<file path="config.mk">
export PLATFORM = sky130hd
export DESIGN_NAME = secure_reg_bank
export DESIGN_NICKNAME = d
export VERILOG_FILES = /design/src/rtl/secure_bank_pkg.sv /design/src/rtl/chan_reg.sv /design/src/rtl/secure_reg_bank.sv
export SDC_FILE = /design/constraint.sdc
export NUM_CORES = 1
export LEC_CHECK = 0
export ABC_AREA = 1
export ABC_CLOCK_PERIOD_IN_PS = 1880
export CAP_MARGIN = 20
export CORE_MARGIN = 4
export CORE_UTILIZATION = 40
export DETAILED_ROUTE_END_ITERATION = 7
export HOLD_SLACK_MARGIN = 0.05
export PLACE_DENSITY = 0.87
export SETUP_SLACK_MARGIN = 0.05
export SYNTH_ARGS = -nofsm -noshare
export SYNTH_HDL_FRONTEND = slang
export SYNTH_SLANG_ARGS = --single-unit
</file>
<file path="constraint.sdc">
create_clock -name CLK -period 1.88 [get_ports CLK]
set_clock_uncertainty 0.2 [all_clocks]
set_input_delay 0.188 -clock CLK [delete_from_list [all_inputs] [get_ports CLK]]
set_output_delay 0.188 -clock CLK [all_outputs]
set_load 0.005 [all_outputs]
</file>
<file path="src/rtl/secure_bank_pkg.sv">
// Shared types and width helpers for the password-gated register bank.
package secure_bank_pkg;

    typedef enum logic [1:0] {
        IDLE      = 2'd0,
        WAIT_PASS = 2'd1,
        GRANT     = 2'd2,
        LOCKOUT   = 2'd3
    } state_e;

    // Channel-select width, never below one bit even for a single channel.
    function automatic int unsigned ch_sel_w(input int unsigned num_ch);
        return ($clog2(num_ch) > 0) ? $clog2(num_ch) : 1;
    endfunction

endpackage

</file>
<file path="src/rtl/chan_reg.sv">
// One channel register: synchronous active-low reset, write-enabled load.
module chan_reg #(
    parameter int unsigned DATA_W = 4
) (
    input  logic              clk_i,
    input  logic              rst_ni,
    input  logic              we_i,
    input  logic [DATA_W-1:0] d_i,
    output logic [DATA_W-1:0] q_o
);

    logic [DATA_W-1:0] q_q;

    always_ff @(posedge clk_i) begin
        if (!rst_ni) begin
            q_q <= '0;
        end else if (we_i) begin
            q_q <= d_i;
        end
    end

    assign q_o = q_q;

endmodule

</file>
<file path="src/rtl/secure_reg_bank.sv">
// Password-gated register bank: session FSM, try/lock counters, NUM_CH channel registers.
// Optional lockout on repeated wrong passwords enabled by defining SECURE_BANK_LOCKOUT_EN.
module secure_reg_bank
    import secure_bank_pkg::*;
#(
    parameter int unsigned DATA_W      = 4,
    parameter int unsigned NUM_CH      = 2,
    parameter int unsigned PASS_W      = 4,
    parameter int unsigned MAX_TRIES   = 3,
    parameter int unsigned LOCK_CYCLES = 16
) (
    input  logic                          CLK,
    input  logic                          RST,
    input  logic [PASS_W-1:0]             orginal_pass,
    input  logic                          request,
    input  logic                          confirm,
    input  logic [PASS_W-1:0]             pass_data,
    input  logic [DATA_W-1:0]             din,
    input  logic [ch_sel_w(NUM_CH)-1:0]   ch_sel,
    output logic [NUM_CH*DATA_W-1:0]      qout,
    output logic                          granted,
    output logic                          locked,
    output logic                          err
);

    state_e      state_q, state_d;
    logic        err_q, err_d;
    logic        wr_en;
    logic        ch_ok;
    logic [NUM_CH-1:0] we;

`ifdef SECURE_BANK_LOCKOUT_EN
    localparam int unsigned TRIES_W = 4;
    localparam int unsigned LOCK_W  = (LOCK_CYCLES > 1) ? $clog2(LOCK_CYCLES) : 1;
    logic [TRIES_W-1:0] tries_q, tries_d;
    logic [LOCK_W-1:0]  lock_q, lock_d;
`endif

    assign ch_ok = (32'(ch_sel) < NUM_CH);

    always_ff @(posedge CLK) begin
        if (!RST) begin
            state_q <= IDLE;
            err_q   <= 1'b0;
`ifdef SECURE_BANK_LOCKOUT_EN
            tries_q <= '0;
            lock_q  <= '0;
`endif
        end else begin
            state_q <= state_d;
            err_q   <= err_d;
`ifdef SECURE_BANK_LOCKOUT_EN
            tries_q <= tries_d;
            lock_q  <= lock_d;
`endif
        end
    end

    always_comb begin
        state_d = state_q;
        err_d   = 1'b0;
        wr_en   = 1'b0;
`ifdef SECURE_BANK_LOCKOUT_EN
        tries_d = tries_q;
        lock_d  = lock_q;
`endif
        unique case (state_q)
            IDLE: begin
                if (request) state_d = WAIT_PASS;
            end
            WAIT_PASS: begin
                // Dropping request aborts the session; the try count survives.
                if (!request) begin
                    state_d = IDLE;
                end else if (confirm) begin
                    if (pass_data == orginal_pass) begin
                        state_d = GRANT;
`ifdef SECURE_BANK_LOCKOUT_EN
                        tries_d = '0;
`endif
                    end else begin
                        err_d = 1'b1;
`ifdef SECURE_BANK_LOCKOUT_EN
                        tries_d = tries_q + TRIES_W'(1);
                        if (tries_d == TRIES_W'(MAX_TRIES)) begin
                            state_d = LOCKOUT;
                            lock_d  = LOCK_W'(LOCK_CYCLES - 1);
                        end
`endif
                    end
                end
            end
            GRANT: begin
                if (!request) begin
                    state_d = IDLE;
                end else if (confirm) begin
                    if (ch_ok) begin
                        wr_en   = 1'b1;
                        state_d = IDLE;
                    end else begin
                        err_d = 1'b1;
                    end
                end
            end
            LOCKOUT: begin
`ifdef SECURE_BANK_LOCKOUT_EN
                if (lock_q == '0) begin
                    state_d = IDLE;
                    tries_d = '0;
                end else begin
                    lock_d = lock_q - LOCK_W'(1);
                end
`else
                state_d = IDLE;
`endif
            end
            default: state_d = IDLE;
        endcase
    end

    for (genvar k = 0; k < NUM_CH; k++) begin : g_ch
        assign we[k] = wr_en && (32'(ch_sel) == k);

        chan_reg #(
            .DATA_W (DATA_W)
        ) u_chan_reg (
            .clk_i  (CLK),
            .rst_ni (RST),
            .we_i   (we[k]),
            .d_i    (din),
            .q_o    (qout[k*DATA_W +: DATA_W])
        );
    end

    assign granted = (state_q == GRANT);
    assign err     = err_q;
`ifdef SECURE_BANK_LOCKOUT_EN
    assign locked  = (state_q == LOCKOUT);
`else
    assign locked  = 1'b0;
`endif

endmodule

</file>
# Word level (Yosys, flattened, before mapping)
# Cells that the tools add are included.
[op_classes] eq_ne=8 n_reduce_logical=5 mux=11 n_bitwise=1
[op_table] cell="two-way mux 2 bit" n=6
[op_table] cell="inequality test 3 bit (second input constant)" n=3
[op_table] cell="case mux 2 bit (4 select lines)" n=1
[op_table] cell="AND reduction 4 bit" n=2
[op_table] cell="equality test 2 bit (second input constant)" n=2
[op_table] cell="equality test 4 bit" n=1
[op_table] cell="two-way mux 1 bit" n=4
[op_table] cell="equality test 2 x 1 -> 1 bit (second input constant)" n=1
[op_table] cell="logical AND 1 bit" n=2
[op_table] cell="logical NOT 2 bit" n=1
[op_table] cell="inequality test 2 bit (second input constant)" n=1
[op_table] cell="inverter 1 bit" n=1
[word_totals] output_inout_bits=11 ff_bits=11 elab_cells=29 inputBits=17

# Logic depth before layout (Yosys ltp)
[depth] word_depth=5 depth_mapped=7

# Hierarchy
# A second synthesis with hierarchy kept.
[unflattened] hier_cells=102 area_unflattened_um2=615.6
[modules_own_cells] mod="chan_reg" area_per_inst_um2=166.4 seq_area_each_um2=80.1 n_inst=2 cells_each=25
[modules_own_cells] mod="secure_reg_bank" area_per_inst_um2=282.8 seq_area_each_um2=60.1 n_inst=1 cells_each=52

# Worst setup path after synthesis
# No wires, ideal clock.
[synth_timing] kind="register -> register" start="register state_q[1]" end="register g_ch[0].u_chan_reg.q_q[0]" slack_ns=0.604 path_stages_with_launch=6 setup_time_ns=0.120 required_ns=1.560 n_path_buf=0 arrival_time_ns=0.956 cell_sequence="dfxtp_1 -> inv_1 -> nor3_4 -> nand2_1 -> nand2_1 -> a21oi_1"
[synth_via] elab_chain_len=3
[synth_rtl] item="start: declaration" line="secure_reg_bank.sv:26" text="state_e state_q, state_d;"
[synth_rtl] item="start signal: assignment" line="secure_reg_bank.sv:50" text="state_q <= state_d;"
[synth_rtl] item="equality test 2 bit" line="secure_reg_bank.sv:67" text="unique case (state_q)"
[synth_rtl] item="two-way mux 1 bit" line="secure_reg_bank.sv:67"
[synth_rtl] item="logical AND 1 bit" line="secure_reg_bank.sv:122" text="assign we[k] = wr_en && (32'(ch_sel) == k);"
[synth_rtl] item="end signal: assignment" line="chan_reg.sv:18" text="q_q <= d_i;"
[synth_rtl] item="end: declaration" line="chan_reg.sv:12" text="logic [DATA_W-1:0] q_q;"
# No other way between the ends.
# A chain may end at the register's enable or synchronous reset.

# Final worst setup path
[layout_timing] start="register state_q[1]" end="output port granted"
[layout_via] elab_chain_len=1
[layout_rtl] item="equality test 2 bit" line="secure_reg_bank.sv:135" text="assign granted = (state_q == GRANT);"
[layout_rtl] item="end: declaration" line="secure_reg_bank.sv:21" text="output logic granted,"
# No other way between the ends.

==> results.toml <==
[outcome]
status = "complete, no violations"

[grt]
grt_usage = 0.158
top_usage_layer = "met2"
grtUsageMet2 = 0.257
grt_max_degree = 11
grt_pass1_vias = 547
antenna_found_initial = 0
grt_use_met3 = 0.0797
grt_pass1_wl_mm = 2.28
gr-usage-met1 = 0.178
overflow = 0

[floorplan]
die_area_sq_mm = 0.00204
io_pins = 28
num_rows = 13
floorplan.initialDensity = 0.424
die_y_microns = 45.1
core-area_sq_mm = 0.00130
die_w_microns = 45.1

[sta]
finalCritPeriodShare = 0.935
report.final.slew_viol_count = 0
setup_viol = 0
hold_viol_final = 0
setup_tns_ps = 0
rsz0062_at_grt = "no"
max_freq_ghz = 0.569
min_period_ps = 1760

[worst_setup_path]
critPathCaptureType = "primary output"
r2r_cells = 5
path_class = "register to primary output"
worstPathMaxFanout = 7
arrival_ps = 1370
start_kind = "register"
r2r-start = "state_q[1]$_SDFFE_PN0P_"
timing.rr.end = "g_ch[1].u_chan_reg.q_o[2]$_SDFFE_PN0P_"
required_ps = 1490
r2r_setup_slack_ps = 430

[run]
max-cap-violations = 0

[place]
post-dp-hpwl_mm = 1.17
place.gp.congestion = 0.827
numPortBuffers = 26
dp_cells = 125

[cts]
clock_tree.buffer_depth = 2
insertion_delay_ps = 280
cts_sinks = 11
clk_pin_slew_ps = 60
cts_tree = "built"
root_buffer = "clkbuf_4"
numCtsBuffers = 3
hold_buffers = 0
htreeDepth = 1

[synth]
ys_types = 14
yosysTopAreaCell = "dfxtp_1"
synth_area_sq_um = 552
synth_seq_cells = 11
synthTopCellsByArea = "dfxtp_1, nand2_1, nand3_1, a21oi_1, inv_1"
netlist.area_leader.share = 0.399
ys_warn_count = 0
synthCells = 85
ys_seq_area_frac = 0.399
avgSynthCellArea_sq_um = 6.49
syn-num-nets = 102

[detailed_routing]
drtIter0Drc = 12
firstDrtPassIters = 4
vias = 637
wirelength_mm = 1.43
drc = 0
vias_per_cell = 4.94
wl_per_cell_microns = 11.1
ant_nets = 0

[pwr]
p_leak_nw = 0.349
vdd_ir_drop_max_mv = 0.369
power.density_mw_per_mm2 = 556

[hold_path]
min_to = "g_ch[1].u_chan_reg.q_o[0]$_SDFFE_PN0P_"
worstHoldStart = "g_ch[1].u_chan_reg.q_o[0]$_SDFFE_PN0P_"
hold_class = "register to register"
hold_depth = 2

[final_layout]
stdcell_count = 129
fillers = 124
drive_gt1_frac = 0.0439
mostFrequentLayoutCells = "clkdlybuf4s50_1, nand2_1, nand3_1"
final_nets = 132
regArea_sq_um = 220
multi_input_area_sq_um = 278
antenna_cells = 0
final_common_cell = "clkdlybuf4s50_1"
syn_to_final_growth_pct = 54.4
==> worst max-delay path by stage <==
stage	endpoint	startpoint	cells past startpoint	slack [ps]
3_3_place_gp	g_ch[0].u_chan_reg.q_o[0]$_SDFFE_PN0P_	request	6	140
6_report	granted	state_q[1]$_SDFFE_PN0P_	3	120
2_1_floorplan	g_ch[0].u_chan_reg.q_o[0]$_SDFFE_PN0P_	state_q[1]$_SDFFE_PN0P_	5	600
4_1_cts	granted	state_q[1]$_SDFFE_PN0P_	3	70
5_1_grt	granted	state_q[1]$_SDFFE_PN0P_	3	50
3_5_place_dp	g_ch[1].u_chan_reg.q_o[2]$_SDFFE_PN0P_	request	6	70
==> flip-flops by register name, indices dropped and copies added, names as in the netlist <==
name	cells
err	1
state_q	2
g_ch.u_chan_reg.q_o	8
==> where the power goes <==
part / internal, mW / switching, mW
Sequential: 0.235 / 0.00321
Clock: 0.0823 / 0.0772
Combinational: 0.0416 / 0.0339
Total: 0.359 / 0.114
==> worst max-delay path, stage by stage (launching register included) <==
cell and delay [ps]:
dfxtp_1 310, inv_1 130, nor2_2 140, clkdlybuf4s50_1 510
==> per-stage QoR <==
step / cell area [sq um] / power [mW] / hold WS [ps] / util / setup slack (ps)
5_1_grt: 852 / 0.499 / 296 / 0.655 / 51.2
6_report: 852 / 0.474 / 262 / 0.655 / 122
3_3_place_gp: 823 / 0.316 / 252 / 0.633 / 139
4_1_cts: 850 / 0.475 / 263 / 0.653 / 75.0
2_1_floorplan: 552 / 0.273 / 124 / - / 604
3_5_place_dp: 823 / 0.318 / 254 / 0.633 / 71.3
==> final cells by class <==
cell class	instances	share of cell area
sequential	11	0.258
clock buffer	4	0.0308
inverter	13	0.0573
timing repair buffer	26	0.305
multi-input combinational	60	0.326
tap	15	0.0220
==> synth_stat cells (all sizes together) <==
cell type  number
a31oi           1
clkinv          1
and2            1
nand2          24
a21oi          10
nand3          14
o21ai           1
nor2            6
dfxtp          11
buf             1
conb            1
nor3            2
inv            12
==> kinds of logic after synthesis <==
group | count (synthesis) | synth area share
other | 1 | 0.00680
flip-flops | 11 | 0.399
AND/OR/NAND/NOR | 47 | 0.381
buffers and inverters | 14 | 0.102
AO/OA/AOI/OAI | 12 | 0.111
==> metal layers <==
metal  up-vias  part of all wire
met2        16              0.53
met3         2             0.065
met1       288              0.39
met4         0            0.0084
li1        331                 -
met5         -                 0
==> what timing repair did <==
item | in CTS | in global routing
hold endpoints to repair | 0 | 0
setup endpoints to repair | 0 | 1
gates resized for setup | 0 | 1
setup buffers | 0 | 0
(Power assumes the default switching activity.)
